===== src/rtl/detonation_sequencer.sv =====
// detonation_sequencer
// Follows the thermometer progress bar to full and then opens a grace window
// in which abort is honoured. When the window expires it drives a timed fire
// pulse. After that it holds a lockout that is released only by a clean re-arm.
//
// Handshake/timing contract: there is no valid/ready pair on this block.
// 'tick' is a single-clk strobe, and every timed count advances only on it.
// 'abort' is a level signal sampled on every clk in TRACK and ARMED.
// All outputs are registered Moore outputs and change on the same edge as 'state'.
module detonation_sequencer #(
    parameter int GRACE_TICKS   = 300,
    parameter int FIRE_TICKS    = 50,
    parameter int LOCKOUT_TICKS = 100,
    parameter int CNT_W         = 10
) (
    input  logic             clk,
    input  logic             rst_n,
    input  logic             tick,
    input  logic [7:0]       bar,
    input  logic             danger_vote,
    input  logic             abort,
    output logic [2:0]       state,
    output logic             armed,
    output logic             fire,
    output logic             buzzer,
    output logic             fault,
    output logic [CNT_W-1:0] remaining
);

    typedef enum logic [2:0] {
        ST_IDLE  = 3'd0,
        ST_TRACK = 3'd1,
        ST_ARMED = 3'd2,
        ST_FIRE  = 3'd3,
        ST_SAFE  = 3'd4
    } state_t;

    // A zero-length interval would never terminate the down-count, so it is raised to 1
    localparam logic [CNT_W-1:0] GRACE_LOAD   = (GRACE_TICKS   < 1) ? CNT_W'(1) : CNT_W'(GRACE_TICKS);
    localparam logic [CNT_W-1:0] FIRE_LOAD    = (FIRE_TICKS    < 1) ? CNT_W'(1) : CNT_W'(FIRE_TICKS);
    localparam logic [CNT_W-1:0] LOCKOUT_LOAD = (LOCKOUT_TICKS < 1) ? CNT_W'(1) : CNT_W'(LOCKOUT_TICKS);

    state_t           state_q, state_d;
    logic [CNT_W-1:0] cnt_q, cnt_d;
    logic             fault_q, fault_d;
    logic             buzzer_q, buzzer_d;
    logic             armed_q, fire_q;
    logic [CNT_W-1:0] remaining_q;

    logic [7:0]       bar_inc;
    logic             bar_legal;
    logic [CNT_W-1:0] cnt_dec;
    logic             cnt_last;

    // A thermometer code plus one is a power of two, so the two share no set bits
    assign bar_inc   = bar + 8'd1;
    assign bar_legal = ((bar & bar_inc) == 8'd0);

    // The down-counter saturates at zero; zero and one both count as the final tick
    assign cnt_dec  = (cnt_q == '0) ? '0 : cnt_q - CNT_W'(1);
    assign cnt_last = (cnt_q <= CNT_W'(1));

    // Next-state, counter and sticky-fault decisions
    always_comb begin
        state_d = state_q;
        cnt_d   = cnt_q;
        fault_d = fault_q;
        case (state_q)
            ST_IDLE: begin
                cnt_d = '0;
                if (tick && danger_vote && (bar != 8'd0)) begin
                    state_d = ST_TRACK;
                end
            end
            ST_TRACK: begin
                cnt_d = '0;
                if (abort) begin
                    state_d = ST_SAFE;
                    cnt_d   = LOCKOUT_LOAD;
                end else if (tick) begin
                    if (!bar_legal) begin
                        fault_d = 1'b1;
                        state_d = ST_SAFE;
                        cnt_d   = LOCKOUT_LOAD;
                    end else if (!danger_vote) begin
                        state_d = ST_IDLE;
                    end else if (bar == 8'hFF) begin
                        state_d = ST_ARMED;
                        cnt_d   = GRACE_LOAD;
                    end
                end
            end
            ST_ARMED: begin
                // Abort is checked first, so it wins even on the tick that would fire
                if (abort) begin
                    state_d = ST_SAFE;
                    cnt_d   = LOCKOUT_LOAD;
                end else if (tick) begin
                    if (!bar_legal) begin
                        fault_d = 1'b1;
                        state_d = ST_SAFE;
                        cnt_d   = LOCKOUT_LOAD;
                    end else if (cnt_last) begin
                        state_d = ST_FIRE;
                        cnt_d   = FIRE_LOAD;
                    end else begin
                        cnt_d = cnt_dec;
                    end
                end
            end
            ST_FIRE: begin
                if (tick) begin
                    if (cnt_last) begin
                        state_d = ST_SAFE;
                        cnt_d   = LOCKOUT_LOAD;
                    end else begin
                        cnt_d = cnt_dec;
                    end
                end
            end
            ST_SAFE: begin
                if (tick) begin
                    if (!abort && (bar == 8'd0)) begin
                        if (cnt_last) begin
                            state_d = ST_IDLE;
                            cnt_d   = '0;
                        end else begin
                            cnt_d = cnt_dec;
                        end
                    end else begin
                        cnt_d = LOCKOUT_LOAD;
                    end
                end
            end
            default: begin
                // A corrupted state register is treated as a fault and forced into lockout
                fault_d = 1'b1;
                state_d = ST_SAFE;
                cnt_d   = LOCKOUT_LOAD;
            end
        endcase
    end

    // Buzzer toggles per tick only while remaining in ARMED and starts low on entry
    always_comb begin
        buzzer_d = 1'b0;
        if ((state_d == ST_ARMED) && (state_q == ST_ARMED)) begin
            buzzer_d = buzzer_q ^ tick;
        end
    end

    // State, counter and registered Moore outputs; async reset drops fire at once
    always_ff @(posedge clk or negedge rst_n) begin
        if (!rst_n) begin
            state_q     <= ST_IDLE;
            cnt_q       <= '0;
            fault_q     <= 1'b0;
            buzzer_q    <= 1'b0;
            armed_q     <= 1'b0;
            fire_q      <= 1'b0;
            remaining_q <= '0;
        end else begin
            state_q     <= state_d;
            cnt_q       <= cnt_d;
            fault_q     <= fault_d;
            buzzer_q    <= buzzer_d;
            armed_q     <= (state_d == ST_ARMED);
            fire_q      <= (state_d == ST_FIRE);
            remaining_q <= ((state_d == ST_ARMED) || (state_d == ST_FIRE)) ? cnt_d : '0;
        end
    end

    assign state     = state_q;
    assign armed     = armed_q;
    assign fire      = fire_q;
    assign buzzer    = buzzer_q;
    assign fault     = fault_q;
    assign remaining = remaining_q;

endmodule


===== config.mk =====
export PLATFORM = sky130hd
export DESIGN_NAME = detonation_sequencer
export DESIGN_NICKNAME = d
export VERILOG_FILES = /design/src/rtl/detonation_sequencer.sv
export SDC_FILE = /design/constraint.sdc
export NUM_CORES = 1
export LEC_CHECK = 0
export CORE_ASPECT_RATIO = 0.6
export CORE_UTILIZATION = 50
export CTS_BUF_LIST = sky130_fd_sc_hd__clkbuf_8
export DETAILED_ROUTE_END_ITERATION = 10
export PLACE_DENSITY = 0.76
export SLEW_MARGIN = 20
export SYNTH_ARGS = -nofsm -noshare
export SYNTH_HDL_FRONTEND = slang
export SYNTH_SLANG_ARGS = --single-unit

===== constraint.sdc =====
create_clock -name clk -period 5.5 [get_ports clk]
set_input_delay 0.55 -clock clk [delete_from_list [all_inputs] [get_ports clk]]
set_output_delay 0.55 -clock clk [all_outputs]
set_load 0.05 [all_outputs]

Word level (Yosys, flattened, before mapping)

Cells that the tools add are included.

Eq/ne operators: 10
Bitwise gates (word level): 3
$lt $le $gt $ge: 1
Multiplexer cells: 38
$add $sub $neg: 2
Reductions and logical operators: 14

Operator list:

| operator                | count |
|---|---|
| $mux W10                | 11 |
| $pmux W10 S5            | 1 |
| $mux W3                 | 15 |
| $mux W9                 | 5 |
| $logic_not A8 Y1        | 2 |
| $pmux W3 S5             | 1 |
| $eq A3 B2 Y1 const B    | 4 |
| $le A10 B1 Y1 const B   | 1 |
| $logic_not A10 Y1       | 1 |
| $sub A10 B1 Y10 const B | 1 |
| $add A8 B1 Y8 const B   | 1 |
| $and A8 B8 Y8           | 1 |
| $eq A8 B8 Y1 const B    | 1 |
| $reduce_bool A8 Y1      | 1 |
| $logic_and A1 B1 Y1     | 4 |
| $mux W1                 | 4 |
| $ne A2 B2 Y1 const B    | 2 |
| $reduce_and A4 Y1       | 1 |
| $eq A3 B1 Y1 const B    | 1 |
| $eq A3 B3 Y1 const B    | 1 |
| $logic_not A3 Y1        | 1 |
| $reduce_or A3 Y1        | 1 |
| $ne A2 B1 Y1 const B    | 1 |
| $pmux W1 S2             | 1 |
| other kinds (5)         | 5 |

Bits in registers: 27
Bits of input ports: 13
Output and inout port bits: 17

Depth between registers and ports, before layout

Depth in word-level cells: 10
Depth in mapped cells: 10

Worst setup path before layout

OpenSTA, ideal clock, no wires.

Path type: input -> register
Start: in bar[0]
End: reg cnt_q[5]
Setup slack: 3.188 ns
Stages: 6
Arrival: 2.174 ns
Setup time: 0.139 ns
Cell sequence: or4_1 or2_4 o21a_1 a21oi_2 nor2_1 or4_1

Cells in the longest elaborated chain, start to end: 7
Elaborated cells on any way between the ends: 17
Those cells by class: add/sub: 1; eq/ne: 1; mux: 11; bitwise: 1; reduce/logical: 3

RTL lines:

| element                                              | line   | source |
|---|---|---|
| from (decl)                                          | 19     | `input logic [7:0] bar,` |
| $add A8 B1 Y8 / $eq A8 B8 Y1 (equally long branches) | 56, 87 |  |
| $and A8 B8 Y8 / $mux W9 (equally long branches)      | 57, 87 |  |
| $logic_not A8 Y1 / $mux W9 (equally long branches)   | 57, 85 |  |
| $mux W10 / $mux W9 (equally long branches)           | 99, 81 |  |
| $mux W10 / $mux W9 (equally long branches)           | 98, 80 |  |
| $mux W10 / $mux W9 (equally long branches)           | 95, 77 |  |
| $pmux W10 S5 (*)                                     | 68     | `case (state_q)` |
| net cnt_d[5]                                         | 44     | `logic [CNT_W-1:0] cnt_q, cnt_d;` |
| to (signal assigned)                                 | 164    | `cnt_q <= cnt_d;` |
| to (decl)                                            | 44     |  |

The timed path passes the listed nets; every way through them passes the cells marked *.
A chain may end at the register's enable or synchronous reset.

Worst setup path after layout

Start: in tick
End: reg remaining_q[8], in the netlist remaining[8]

Cells in the longest elaborated chain, start to end: 7
Elaborated cells on any way between the ends: 21
Those cells by class: eq/ne: 2; mux: 16; reduce/logical: 3

RTL lines:

| element                           | line | source |
|---|---|---|
| from (decl)                       | 18   | `input logic tick,` |
| $logic_and A1 B1 Y1 (2 in series) | 71   | `if (tick && danger_vote && (bar != 8'd0)) begin` |
| $mux W3                           | 71   |  |
| $pmux W3 S5 (*)                   | 68   |  |
| net state_d[1]                    | 43   | `state_t state_q, state_d;` |
| $eq A3 B2 Y1                      | 169  | `remaining_q <= ((state_d == ST_ARMED) \|\| (state_d == ST_FIRE)) ? cnt_d : '0;` |
| $logic_or A1 B1 Y1 (*)            | 169  |  |
| $mux W10 (*)                      | 169  |  |
| to (signal assigned)              | 169  |  |
| to (decl)                         | 48   | `logic [CNT_W-1:0] remaining_q;` |

Marks and branches as above.

==> summary.md <==
| Metric | Value |
|---|---|
| Leakage | around 0.83 nW |
| Share of the synthesized area in the top cell type | about 40% |
| Post-CTS setup buffer count | 0 |
| Placer Congestion | 0.990 |
| HPWL Detailed | approximately 3800 microns |
| Row count | 16 |
| Max-slew violations | 0 |
| Max incr delay on CP | about 1.1 ns |
| Ports | 30 |
| Simple logic cell fraction of the synthesized area | between 20% and 30% |
| Diode count | 0 |
| Maxcap violations | 0 |
| Flops & latches, synth | 27 |
| RSZ-0062 raised after global routing | no |
| Power Density | about 270 nW/um^2 |
| Post-synth EDFFs | 0 |
| Area of the mapped netlist | ~1700 sq um |
| Post_cts resized | 0 |
| Worst reg2reg setup slack | approximately 2.7 ns |
| Cells along the critical path | clkdlybuf4s50_1 -> clkinv_1 -> o211a_1 -> nand3_1 -> and3b_1 -> inv_1 -> and2_1 |
| Crit-path slowest cell | clkdlybuf4s50_1 |
| Cell family with most CP delay | buffers and inverters |
| Yosys cell types | 54 |
| Top_reg_cell synth | dfrtp_1 |
| Slew HR | roughly two fifths |
| CTS Buffer Depth | 2 |
| Number of setup violations in the final report | 0 |
| Sequential share of the synthesized area | 39.6% |
| Post-synthesis mux area share | 0% |
| Final non-filler cell total | 268 |
| XOR/XNOR Fraction of Synth Area | under 10% |
| Area leader, netlist | dfrtp_1 |
| Synth-to-Final Area Change | 21.5% |
| List of most frequent post-synthesis cells | dfrtp_1 (27), nand2_1 (19), nor2_1 (19) |
| Worst slew pin tran | between 0.8 and 0.9 ns |
| CP max FO | 25 |
| Initial core utilization | between 50% and 60% |
| Global-route wire length before repair | between 7000 and 8000 microns |
| Post-Synth Adder-Cell Area | approximately 1.5% |
| Mapped Nets | 212 |
| Via count | 1,725 |
| Final Hold Vio Count | 0 |
| Cell count after synthesis | 197 |
| DIE HEIGHT | roughly 47 microns |
| Worst hold slack | 0.486 ns |
| Overflow after GRT | 0 |
| CTS tree | built |
| Inst Count DP | 264 |
| CP bufs+invs | 3 |
| CTS sink count | 27 |
| CP Class | in2reg |
| Outcome | finished clean |
| Final ANT Viol Nets | 0 |
| DRC | 0 |
| CTS clk-pin slew, worst paths | roughly 0.090 ns |
| Total track usage | between 20% and 30% |
| Die area | approximately 3700 sq um |
| Synthesized area per cell | 8.67 sq um |
| Root buf cell | clkbuf_8 |
| Area of the core | about 3300 sq um |
| Nets | 239 |
| Number of global-route vias before repair | 1,527 |
| H-tree levels | 1 |
| Ranking of synthesized cells by area | dfrtp_1 (40%), nand2_1 (4.2%), nor2_1 (4.2%) |
| Setup TNS | 0 ns |
| CP endpoint kind | flop |
| Worst-skew pair later-pin latency | 0.27 ns |
| Clock skew | roughly 0.0038 ns |
| Final WL | a little under 5000 microns |
| WL per Instance | 18.4 microns |
| Initial antenna violation count | 0 |
| First drt pass iteration count | 5 |
| Most common cell in the netlist | dfrtp_1 |
| Iter 0 DRT Violations | 185 |
| Die W | between 70 and 80 microns |
| CP arrival | approximately 3.3 ns |
| Vias/cell | between 6 and 7 |
| Fmax | approximately 320 MHz |
| Hold Path Class | reg2reg |
| Final Cycle Share | 57.2% |
| Post-synthesis compound-gate area fraction | roughly a quarter |
| Ys Warns | 0 |
| Largest net degree at the start of global routing | 28 |
| Combinational family with the most area after synthesis | simple AND/OR/NAND/NOR gates |
| Placement-stage cell area | about 2000 sq um |
| FFs w/ async S/R, synth | 100% |
| Worst Setup Start Kind | primary input |
| CTS buffer count | 3 |
| CTS Hold Bufs | 0 |
| PortBufs | 29 |
| Tmin final | 3.14 ns |
| CP Data Required Time | between 5 and 6 ns |
| Maximum vdd drop | roughly 0.14 mV |
| Fin area | roughly 2100 sq um |
| Share of cells above drive strength 1 | roughly 7.6% |
-- layout by cell type, fill, tap and decap left out, types with 7 or more instances in the layout --
master           Yosys  routed
a21oi_1             13      13
and2_1               7       7
clkdlybuf4s50_1      0      29
dfrtp_1             27      27
nand2_1             19      19
nand3_1              8       8
nor2_1              19      19
nor3_1              10      10
o21ai_0              8       8
-- layer usage --
layer	share of wire, %	global-route usage (%)
met5	0	0
met3	11	6.99
met4	0.59	4.53
met1	46	41.1
met2	43	45.5
-- sequential cells by signal, indices dropped and copies added (netlist names) --
signal     flops
armed          1
cnt_q         10
remaining     10
buzzer         1
state          3
fault          1
fire           1
-- final timing paths --
| check | start | endpoint | depth (start not counted) |
|---|---|---|---|
| min | fault$_DFFE_PN0P_ | fault$_DFFE_PN0P_ | 1 |
| max | tick | remaining[8]$_DFF_PN0_ | 7 |
| min in group asynchronous | rst_n | cnt_q[1]$_DFF_PN0_ | 2 |
| max in group asynchronous | rst_n | remaining[4]$_DFF_PN0_ | 2 |
| min reg2reg | fault$_DFFE_PN0P_ | fault$_DFFE_PN0P_ | 1 |
| max reg2reg | cnt_q[6]$_DFF_PN0_ | remaining[8]$_DFF_PN0_ | 7 |
-- cell type report --
type                    instances  area, sq um
repair buffers                 30          298
multi-input cells             157          978
flip-flops and latches         27          676
fillers                       274         1190
inverters                       5         18.8
clock inverters                 1         7.51
clock buffers                   3         41.3
well taps                      45         56.3
-- cell families (layout without fill, tap and decap cells) --
kind of cell             after synthesis  count (layout)
adder cells (fa/ha/maj)                2               2
AND/OR/NAND/NOR                       90              90
XOR/XNOR                               4               4
buffers and inverters                 13              39
AO/OA/AOI/OAI                         61              61
flip-flops                            27              27
-- through the flow --
step                      setup slack [ns]  utilization (%)  power, mW
after floorplan                       3.19                -      0.389
after global placement                2.28             62.1      0.447
after detailed placement              2.11             62.1      0.452
after CTS                             2.37             63.6      0.567
after global routing                  2.23             63.6      0.602
final                                 2.36             63.6      0.570
-- power by group --
part	switching (mW)	internal [mW]
combinational	0.122	0.0778
sequential	0.0366	0.219
clock	0.0637	0.0514
total	0.222	0.348
Power figures use the tool's default switching activity.
